File: src/rtl/uart_pkg.sv
// Shared UART definitions: frame geometry and the transmit/receive state encoding.
package uart_pkg;

  // Data bits per 8N1 frame and the width of an index over them.
  localparam int UART_DATA_BITS = 8;
  localparam int UART_BIT_IDX_W = $clog2(UART_DATA_BITS);

  // Serial engine states; encodings 5..7 are unused and fall back to IDLE.
  typedef enum logic [2:0] {
    IDLE    = 3'd0,
    START   = 3'd1,
    DATA    = 3'd2,
    STOP    = 3'd3,
    CLEANUP = 3'd4
  } uart_state_e;

endpackage : uart_pkg

File: src/rtl/uart_tx_fifo.sv
// Synchronous byte FIFO feeding the UART transmitter.
// Occupancy is tracked by a registered count; full and empty come from the
// count so a wrapped pointer pair never looks ambiguous.
module uart_tx_fifo
  import uart_pkg::*;
#(
  parameter int DEPTH = 4,
  parameter int WIDTH = UART_DATA_BITS
) (
  input  logic                   i_Clock,
  input  logic                   i_Rst_n,
  input  logic                   i_Push,
  input  logic [WIDTH-1:0]       i_Data,
  input  logic                   i_Pop,
  output logic [WIDTH-1:0]       o_Data,
  output logic                   o_Full,
  output logic                   o_Empty,
  output logic [$clog2(DEPTH):0] o_Count
);

  localparam int PTR_W = $clog2(DEPTH);
  localparam int CNT_W = PTR_W + 1;

  logic [WIDTH-1:0] r_mem [DEPTH];
  logic [PTR_W-1:0] r_wr_ptr;
  logic [PTR_W-1:0] r_rd_ptr;
  logic [CNT_W-1:0] r_count;

  logic w_full;
  logic w_empty;
  logic w_push;
  logic w_pop;

  assign w_full  = (r_count == CNT_W'(DEPTH));
  assign w_empty = (r_count == '0);

  // A push against a full buffer is dropped even if a pop frees a slot this edge.
  assign w_push = i_Push && !w_full && i_Rst_n;
  assign w_pop  = i_Pop && !w_empty;

  // Storage write.
  // NOTE: the data array has no reset; only pointers and count define which entries are valid.
  always_ff @(posedge i_Clock) begin
    if (w_push) begin
      r_mem[r_wr_ptr] <= i_Data;
    end
  end

  // Pointer and occupancy bookkeeping; pointers wrap naturally at the power-of-two depth.
  // NOTE: sequential state uses non-blocking assignments so every register samples pre-edge values.
  always_ff @(posedge i_Clock) begin
    if (!i_Rst_n) begin
      r_wr_ptr <= '0;
      r_rd_ptr <= '0;
      r_count  <= '0;
    end else begin
      if (w_push) begin
        r_wr_ptr <= r_wr_ptr + PTR_W'(1);
      end
      if (w_pop) begin
        r_rd_ptr <= r_rd_ptr + PTR_W'(1);
      end
      case ({w_push, w_pop})
        2'b10:   r_count <= r_count + CNT_W'(1);
        2'b01:   r_count <= r_count - CNT_W'(1);
        default: r_count <= r_count;
      endcase
    end
  end

  assign o_Data  = r_mem[r_rd_ptr];
  assign o_Full  = w_full;
  assign o_Empty = w_empty;
  assign o_Count = r_count;

endmodule : uart_tx_fifo

File: src/rtl/uart_tx.sv
// Buffered 8N1 UART transmitter.
// Bytes are queued in uart_tx_fifo; the serial engine pops one byte per frame
// and drives a registered line: start bit, 8 data bits LSB first, stop bit,
// then a one-cycle CLEANUP that carries the Done pulse.
module uart_tx
  import uart_pkg::*;
#(
  parameter int CLKS_PER_BIT = 435,
  parameter int FIFO_DEPTH   = 4
) (
  input  logic                        i_Clock,
  input  logic                        i_Rst_n,
  input  logic                        i_Tx_DV,
  input  logic [7:0]                  i_Tx_Byte,
  output logic                        o_Tx_Ready,
  output logic                        o_Tx_Serial,
  output logic                        o_Tx_Active,
  output logic                        o_Tx_Done,
  output logic [$clog2(FIFO_DEPTH):0] o_Fifo_Count
);

  localparam int                      CNT_W    = $clog2(CLKS_PER_BIT);
  localparam logic [CNT_W-1:0]        LAST_CLK = CNT_W'(CLKS_PER_BIT - 1);
  localparam logic [UART_BIT_IDX_W-1:0] LAST_BIT = UART_BIT_IDX_W'(UART_DATA_BITS - 1);

  uart_state_e               r_state;
  logic [CNT_W-1:0]          r_clk_cnt;
  logic [UART_BIT_IDX_W-1:0] r_bit_idx;
  logic [UART_DATA_BITS-1:0] r_shift;
  logic                      r_tx_serial;
  logic                      r_tx_active;
  logic                      r_tx_done;

  uart_state_e               w_state_next;
  logic [CNT_W-1:0]          w_clk_cnt_next;
  logic [UART_BIT_IDX_W-1:0] w_bit_idx_next;
  logic [UART_DATA_BITS-1:0] w_shift_next;
  logic                      w_tx_serial_next;
  logic                      w_tx_active_next;
  logic                      w_tx_done_next;
  logic                      w_clk_last;
  logic                      w_pop;

  logic [UART_DATA_BITS-1:0] w_fifo_data;
  logic                      w_fifo_full;
  logic                      w_fifo_empty;

  uart_tx_fifo #(
    .DEPTH (FIFO_DEPTH),
    .WIDTH (UART_DATA_BITS)
  ) u_fifo (
    .i_Clock (i_Clock),
    .i_Rst_n (i_Rst_n),
    .i_Push  (i_Tx_DV),
    .i_Data  (i_Tx_Byte),
    .i_Pop   (w_pop),
    .o_Data  (w_fifo_data),
    .o_Full  (w_fifo_full),
    .o_Empty (w_fifo_empty),
    .o_Count (o_Fifo_Count)
  );

  assign w_clk_last = (r_clk_cnt == LAST_CLK);

  // Next-state and next-output decode for the serial engine.
  // NOTE: every signal written here gets a default first, so no latch can be inferred.
  always_comb begin
    w_state_next     = r_state;
    w_clk_cnt_next   = r_clk_cnt;
    w_bit_idx_next   = r_bit_idx;
    w_shift_next     = r_shift;
    w_tx_serial_next = 1'b1;
    w_tx_active_next = 1'b0;
    w_tx_done_next   = 1'b0;
    w_pop            = 1'b0;

    case (r_state)
      IDLE: begin
        w_clk_cnt_next = '0;
        w_bit_idx_next = '0;
        if (!w_fifo_empty) begin
          // Capture the byte now so later input changes cannot touch this frame.
          w_pop            = 1'b1;
          w_shift_next     = w_fifo_data;
          w_state_next     = START;
          w_tx_serial_next = 1'b0;
          w_tx_active_next = 1'b1;
        end
      end

      START: begin
        w_tx_active_next = 1'b1;
        if (w_clk_last) begin
          w_clk_cnt_next   = '0;
          w_state_next     = DATA;
          w_tx_serial_next = r_shift[0];
        end else begin
          w_clk_cnt_next   = r_clk_cnt + CNT_W'(1);
          w_tx_serial_next = 1'b0;
        end
      end

      DATA: begin
        w_tx_active_next = 1'b1;
        w_tx_serial_next = r_shift[0];
        if (w_clk_last) begin
          w_clk_cnt_next = '0;
          if (r_bit_idx == LAST_BIT) begin
            w_state_next     = STOP;
            w_tx_serial_next = 1'b1;
          end else begin
            // The shift register always presents the current bit at position 0.
            w_bit_idx_next   = r_bit_idx + UART_BIT_IDX_W'(1);
            w_shift_next     = {1'b0, r_shift[UART_DATA_BITS-1:1]};
            w_tx_serial_next = r_shift[1];
          end
        end else begin
          w_clk_cnt_next = r_clk_cnt + CNT_W'(1);
        end
      end

      STOP: begin
        if (w_clk_last) begin
          w_clk_cnt_next = '0;
          w_state_next   = CLEANUP;
          w_tx_done_next = 1'b1;
        end else begin
          w_clk_cnt_next   = r_clk_cnt + CNT_W'(1);
          w_tx_active_next = 1'b1;
        end
      end

      CLEANUP: begin
        w_state_next = IDLE;
      end

      default: begin
        w_state_next   = IDLE;
        w_clk_cnt_next = '0;
        w_bit_idx_next = '0;
      end
    endcase
  end

  // State and registered-output update; reset aborts any frame in flight.
  always_ff @(posedge i_Clock) begin
    if (!i_Rst_n) begin
      r_state     <= IDLE;
      r_clk_cnt   <= '0;
      r_bit_idx   <= '0;
      r_shift     <= '0;
      r_tx_serial <= 1'b1;
      r_tx_active <= 1'b0;
      r_tx_done   <= 1'b0;
    end else begin
      r_state     <= w_state_next;
      r_clk_cnt   <= w_clk_cnt_next;
      r_bit_idx   <= w_bit_idx_next;
      r_shift     <= w_shift_next;
      r_tx_serial <= w_tx_serial_next;
      r_tx_active <= w_tx_active_next;
      r_tx_done   <= w_tx_done_next;
    end
  end

  assign o_Tx_Ready  = !w_fifo_full;
  assign o_Tx_Serial = r_tx_serial;
  assign o_Tx_Active = r_tx_active;
  assign o_Tx_Done   = r_tx_done;

endmodule : uart_tx

File: config.mk
export PLATFORM = sky130hd
export DESIGN_NAME = uart_tx
export DESIGN_NICKNAME = d
export VERILOG_FILES = /design/src/rtl/uart_pkg.sv /design/src/rtl/uart_tx_fifo.sv /design/src/rtl/uart_tx.sv
export SDC_FILE = /design/constraint.sdc
export NUM_CORES = 1
export LEC_CHECK = 0
export CAP_MARGIN = 20
export CORE_MARGIN = 5
export CORE_UTILIZATION = 45
export DETAILED_ROUTE_END_ITERATION = 10
export DONT_BUFFER_PORTS = 1
export GPL_TIMING_DRIVEN = 0
export PLACE_DENSITY = 0.63
export SLEW_MARGIN = 10
export SYNTH_ARGS = -nofsm -noshare
export SYNTH_HDL_FRONTEND = slang
export SYNTH_HIERARCHICAL = 1
export SYNTH_SLANG_ARGS = --single-unit
File: constraint.sdc
create_clock -name i_Clock -period 7.84 [get_ports i_Clock]
set_input_delay 2.352 -clock i_Clock [delete_from_list [all_inputs] [get_ports i_Clock]]
set_output_delay 2.352 -clock i_Clock [all_outputs]
set_load 0.01 [all_outputs]
* After elaboration in Yosys (flattened, before gate mapping) *
Memories as Yosys holds them, arrays and structs flattened. A register that Yosys moved wholly into a read port is not among the register bits.
Index checks and enable logic that the tools add are counted.

cells by class
  $add $sub $neg = 6
  $mul = 0
  divide/modulo/power cells = 0
  $lt $le $gt $ge = 0
  equal/unequal tests = 15
  shifts and indexed selects = 0
  multiplexer cells = 30
  bitwise operators = 1
  reduce and logical (&&, ||, !) cells = 16

operators with widths
  kind                   number
  $mux W8                3
  $mux W3                7
  $pmux W9 S2            1
  $pmux W8 S2            1
  $ne A2 B2 Y1 const B   6
  $pmux W3 S2            2
  $pmux W3 S4            1
  $mux W1                10
  $add A9 B1 Y9 const B  1
  $eq A3 B3 Y1 const B   3
  $eq A9 B9 Y1 const B   1
  $mux W9                1
  $add A3 B1 Y3 const B  2
  $eq A3 B2 Y1 const B   2
  $logic_not A3 Y1       2
  $pmux W1 S3            2
  $reduce_or A3 Y1       2
  $reduce_and A5 Y1      1
  $add A2 B1 Y2 const B  2
  $mux W2                2
  $reduce_and A4 Y1      1
  $reduce_bool A2 Y1     2
  $eq A3 B1 Y1 const B   1
  $logic_and A1 B1 Y1    3
  other kinds (8)        9

storage, ports and cells
  register bits after elaboration = 33
  bits in latches = 0
  bits in writable memories = 32
  memory bits (read-only) = 0
  output and inout bits = 7
  memories kept = 1

memory list
  memory        words  width  read ports  clocked after Yosys merged registers in  wr ports  RTL line            text
  u_fifo.r_mem  4      8      1           1                                        1         uart_tx_fifo.sv:24  logic [WIDTH-1:0] r_mem [DEPTH];

* Logic depth before layout (Yosys ltp) *
  word-level depth = 6
  gate-level depth with buffers = 11
  depth with buffers taken out = 10

* By module *
Netlist, hierarchy kept.

modules (own cells, without submodules)
  module        times used  cells each  area an instance (um2)  sequential area each (um2)
  uart_tx_fifo  1           96          1,644.1                 1,141.1
  uart_tx       1           147         1,370.1                 520.5

* Worst setup path before layout *
No wires, ideal clock.

  path type = in2reg
  start = in i_Tx_DV
  end = reg u_fifo.r_count[2], in the netlist u_fifo/o_Count[2]
  setup time = 76 ps
  arrival = 3,821 ps
  required time = 7,764 ps
  slack = 3,943 ps
  stages on the path = 9
  path through = nor2b_1 > buf_2 > nand2_1 > ha_1 > inv_1 > fa_1 > xor2_1 > or3_1 > a21boi_0

between the ends
  cells in the longest elaborated chain, start to end = 4

ends and longest elaborated chain
  what                                               RTL line            text
  start, declared                                    uart_tx.sv:13       input logic i_Tx_DV,
  $logic_and A1 B1 Y1 * (2 in series)                uart_tx_fifo.sv:38  assign w_push = i_Push && !w_full && i_Rst_n;
  $eq A2 B1 Y1 or $eq A2 B2 Y1 (tied branches)       uart_tx_fifo.sv:63  case ({w_push, w_pop})
  $pmux W3 S2 or $reduce_bool A2 Y1 (tied branches)  n/a
  end signal, assigned                               uart_tx_fifo.sv:64  2'b10: r_count <= r_count + CNT_W'(1);
  end signal, assigned                               uart_tx_fifo.sv:65  2'b01: r_count <= r_count - CNT_W'(1);
  end signal, assigned                               uart_tx_fifo.sv:66  default: r_count <= r_count;
  end, declared                                      uart_tx_fifo.sv:27  logic [CNT_W-1:0] r_count;

Mark *: on every way between the ends. The rest lies on a longest branch, timed or not.
A chain may end at the register's enable or synchronous reset.

* Worst setup path in the final report *
Ends and elaborated chain as after synthesis.

==> results.py <==
metrics = {
    "power": {
        "swShare": 0.261,
        "p_int_uw": 599,
        "ir_drop_uv": 124,
        "p_sw_uw": 212,
        "leakage_nw": 1.17,
        "pwr-share-comb": 0.151,
        "p_clk_frac": 0.342,
        "seq_power_share": 0.507,
        "p_per_area_mw_per_mm2": 245,
    },
    "global_routing": {
        "track_usage": 0.134,
        "grt_overflow": 0,
        "grt_pass1_vias": 1820,
        "grt_pass1_wl_um": 8690,
        "grt_max_degree": 13,
        "antenna_found_initial": 0,
    },
    "clocking": {
        "cts_resized": 0,
        "clkTransAtPathRegs_ns": 0.07,
        "cts_setup_buffers": 0,
        "numCtsBuffers": 9,
        "clk_latency_ns": 0.34,
        "cts_max_path_buffers": 2,
        "cts-root-buf": "clkbuf_8",
        "cts_max_level": 3,
        "ctsHoldBuffers": 0,
        "cts_tree": "yes",
        "cts.sinks": 67,
    },
    "critical_path": {
        "slowest_delay_ns": 0.37,
        "crit_type": "in -> reg",
        "slowest_stage": "fa_1",
        "critPathRequiredTime_ns": 8.11,
        "crit_cells": 9,
        "r2r_setup_slack_ns": 5.18,
        "path_cells": "nor2b_1, buf_2, nand2_1, ha_1, inv_1, fa_1, xor2_1, or3_1, a21boi_0",
        "cp.buffers_inverters": 2,
        "reg2reg_depth": 11,
        "arrival_ns": 3.91,
        "startpoint_type": "input port",
        "regToRegEndpoint": "u_fifo/o_Count[2]$_SDFFE_PN0P_",
        "crit_start": "i_Tx_DV",
        "timing.critical_path.to": "u_fifo/o_Count[2]$_SDFFE_PN0P_",
        "endpoint_kind": "flop",
        "r2r-start": "r_state[0]$_SDFFE_PN0P_",
        "cp_top_family": "adder cells",
        "path_max_fanout": 7,
    },
    "die": {
        "start_util": 0.469,
        "core_region_area_mm2": 0.00642,
        "num_io_pins": 18,
        "die_y_um": 91.8,
        "std_cell_rows": 29,
        "die_w_um": 91.8,
        "die-area_mm2": 0.00843,
    },
    "logic_synthesis": {
        "synth-edff-count": 32,
        "synth_ff_type": "dfxtp_1",
        "syn_nets": 264,
        "yosysWarnings": 6,
        "async_flop_share": 0,
        "netlist_area_mm2": 0.00301,
        "synth.avg_cell_area_um2": 12.4,
        "synth-seq-cells": 67,
        "yosysSeqAreaShare": 0.551,
        "syn_inst": 243,
        "synth_cell_type_count": 55,
    },
    "sta": {
        "setup_violations": 0,
        "setup_tns_ns": 0,
        "hold_violations": 0,
        "fin_crit_ns": 3.64,
        "max_freq_mhz": 275,
        "fin_skew_ns": 0.00709,
        "tightest_slew_ns": 0.516,
        "finalCritPeriodShare": 0.464,
        "rsz0062_at_grt": "no",
        "slew_violations": 0,
        "slew_headroom": 0.656,
    },
    "drt": {
        "avgRoutedWirePerCell_um": 14.9,
        "ant_nets": 0,
        "drt_iter0_drc": 96,
        "route.detailed.drc": 0,
        "wl_um": 4990,
        "num_vias": 1814,
        "via_per_inst": 5.40,
        "first_pass_iters": 4,
    },
    "final_layout": {
        "nets": 275,
        "n_antenna_cell": 0,
        "area_growth_pct": 9.59,
        "layout-drive-gt1-share": 0.174,
        "design_area_mm2": 0.00330,
    },
    "status": {
        "status": "finished, final reports clean",
    },
    "placed_design": {
        "place.detailed.hpwl_um": 3420,
        "gp_congestion": 0.758,
        "io_buffers": 0,
        "place_area_mm2": 0.00311,
    },
    "min_path": {
        "hold_class": "reg -> reg",
        "hp-start": "r_shift[3]$_SDFFE_PN0P_",
    },
    "flow_run": {
        "maxCapViolations": 0,
    },
}
cells in the final DEF (no fill, tap or decap), drive strengths merged, types with 8 or more instances in the layout:
cell,count
clkbuf,13
dfxtp,35
edfxtp,32
ha,9
inv,12
mux2,8
mux2i,10
mux4,8
nand2,30
nor2,9
o21ai,9
cell families (layout without fill, tap and decap cells):
logic type      after synthesis  after routing  synth area share
flops                        67             67             0.551
fa+ha+maj                    10             10            0.0440
simple gates                 82             82             0.152
xor+xnor                      9              9            0.0262
compound gates               28             28            0.0710
buf+inv                      21             37            0.0328
mux                          26             26             0.123
registers in the layout, summed over array words and instances, names as in the netlist, named ones only:
signal           flops
o_Tx_Active          1
o_Tx_Done            1
o_Tx_Serial          1
r_bit_idx            3
r_clk_cnt            9
r_shift              8
r_state              3
u_fifo/o_Count       3
u_fifo/r_mem        32
u_fifo/r_rd_ptr      2
u_fifo/r_wr_ptr      2
routing by layer:
layer,share of wire,global-route usage
met2,0.48,0.212
met4,0.019,0.0705
met5,0,0
met1,0.45,0.158
met3,0.050,0.0540
Yosys cell counts, types with 3 or more instances:
master | instances | area, um^2
a21oi_1 | 3 | 15.0
and3_1 | 6 | 37.5
a21boi_0 | 3 | 22.5
dfxtp_1 | 35 | 701
clkbuf_1 | 3 | 11.3
edfxtp_1 | 32 | 961
buf_2 | 3 | 15.0
mux2i_1 | 10 | 100
nor4_1 | 5 | 31.3
inv_1 | 11 | 41.3
nand2_1 | 30 | 113
o21ai_0 | 8 | 40.0
nor2b_1 | 5 | 31.3
nor3_1 | 3 | 15.0
ha_1 | 9 | 113
mux2_2 | 8 | 90.1
xor2_1 | 3 | 26.3
nor2_1 | 9 | 33.8
xnor2_1 | 6 | 52.6
nand4_1 | 3 | 18.8
mux4_2 | 8 | 180
area by class of cell:
class	count	area (um^2)
Buffer	9	48.8
Clock buffer	10	128
Clock inverter	6	65.1
Fill cell	586	3120
Inverter	12	50.0
Multi-Input combinational cell	155	1250
Sequential cell	67	1660
Tap cell	77	96.3
worst reg2reg max path, cell delays in order, from the launching register on:
cell and delay (ns):
dfxtp_1 0.31, buf_6 0.13, or2_4 0.25, or3_4 0.36
clkinv_4 0.08, nor2b_1 0.20, ha_1 0.21, inv_1 0.06
fa_1 0.37, xor2_1 0.16, or3_1 0.30, a21boi_0 0.16
power groups by stage:
stage               sequential (mW)  clock [mW]  combinational (mW)
finish                        0.411       0.277               0.122
global route                  0.415       0.305               0.138
CTS                           0.411       0.288               0.124
detailed placement            0.419           0               0.124
global placement              0.419           0               0.122
floorplan                     0.415           0               0.103
worst min-delay path by stage:
stage | end | slack (ns) | cells past startpoint
2_1_floorplan | r_shift[2]$_SDFFE_PN0P_ | 0.43 | 2
3_3_place_gp | r_shift[3]$_SDFFE_PN0P_ | 0.44 | 2
3_5_place_dp | r_shift[4]$_SDFFE_PN0P_ | 0.45 | 2
4_1_cts | r_shift[4]$_SDFFE_PN0P_ | 0.46 | 2
5_1_grt | r_shift[4]$_SDFFE_PN0P_ | 0.49 | 2
6_report | r_shift[3]$_SDFFE_PN0P_ | 0.46 | 2
stage by stage:
| step | total power [mW] | utilization | hold WS [ns] | instances | worst slack [ns] |
|---|---|---|---|---|---|
| floorplan | 0.518 | - | 0.435 | 243 | 3.94 |
| global placement | 0.541 | 0.484 | 0.442 | 320 | 3.88 |
| detailed placement | 0.543 | 0.484 | 0.451 | 320 | 3.83 |
| CTS | 0.824 | 0.514 | 0.462 | 336 | 4.21 |
| global route | 0.858 | 0.514 | 0.491 | 336 | 4.08 |
| finish | 0.810 | 0.514 | 0.461 | 336 | 4.20 |
Power figures use the tool's default switching activity.
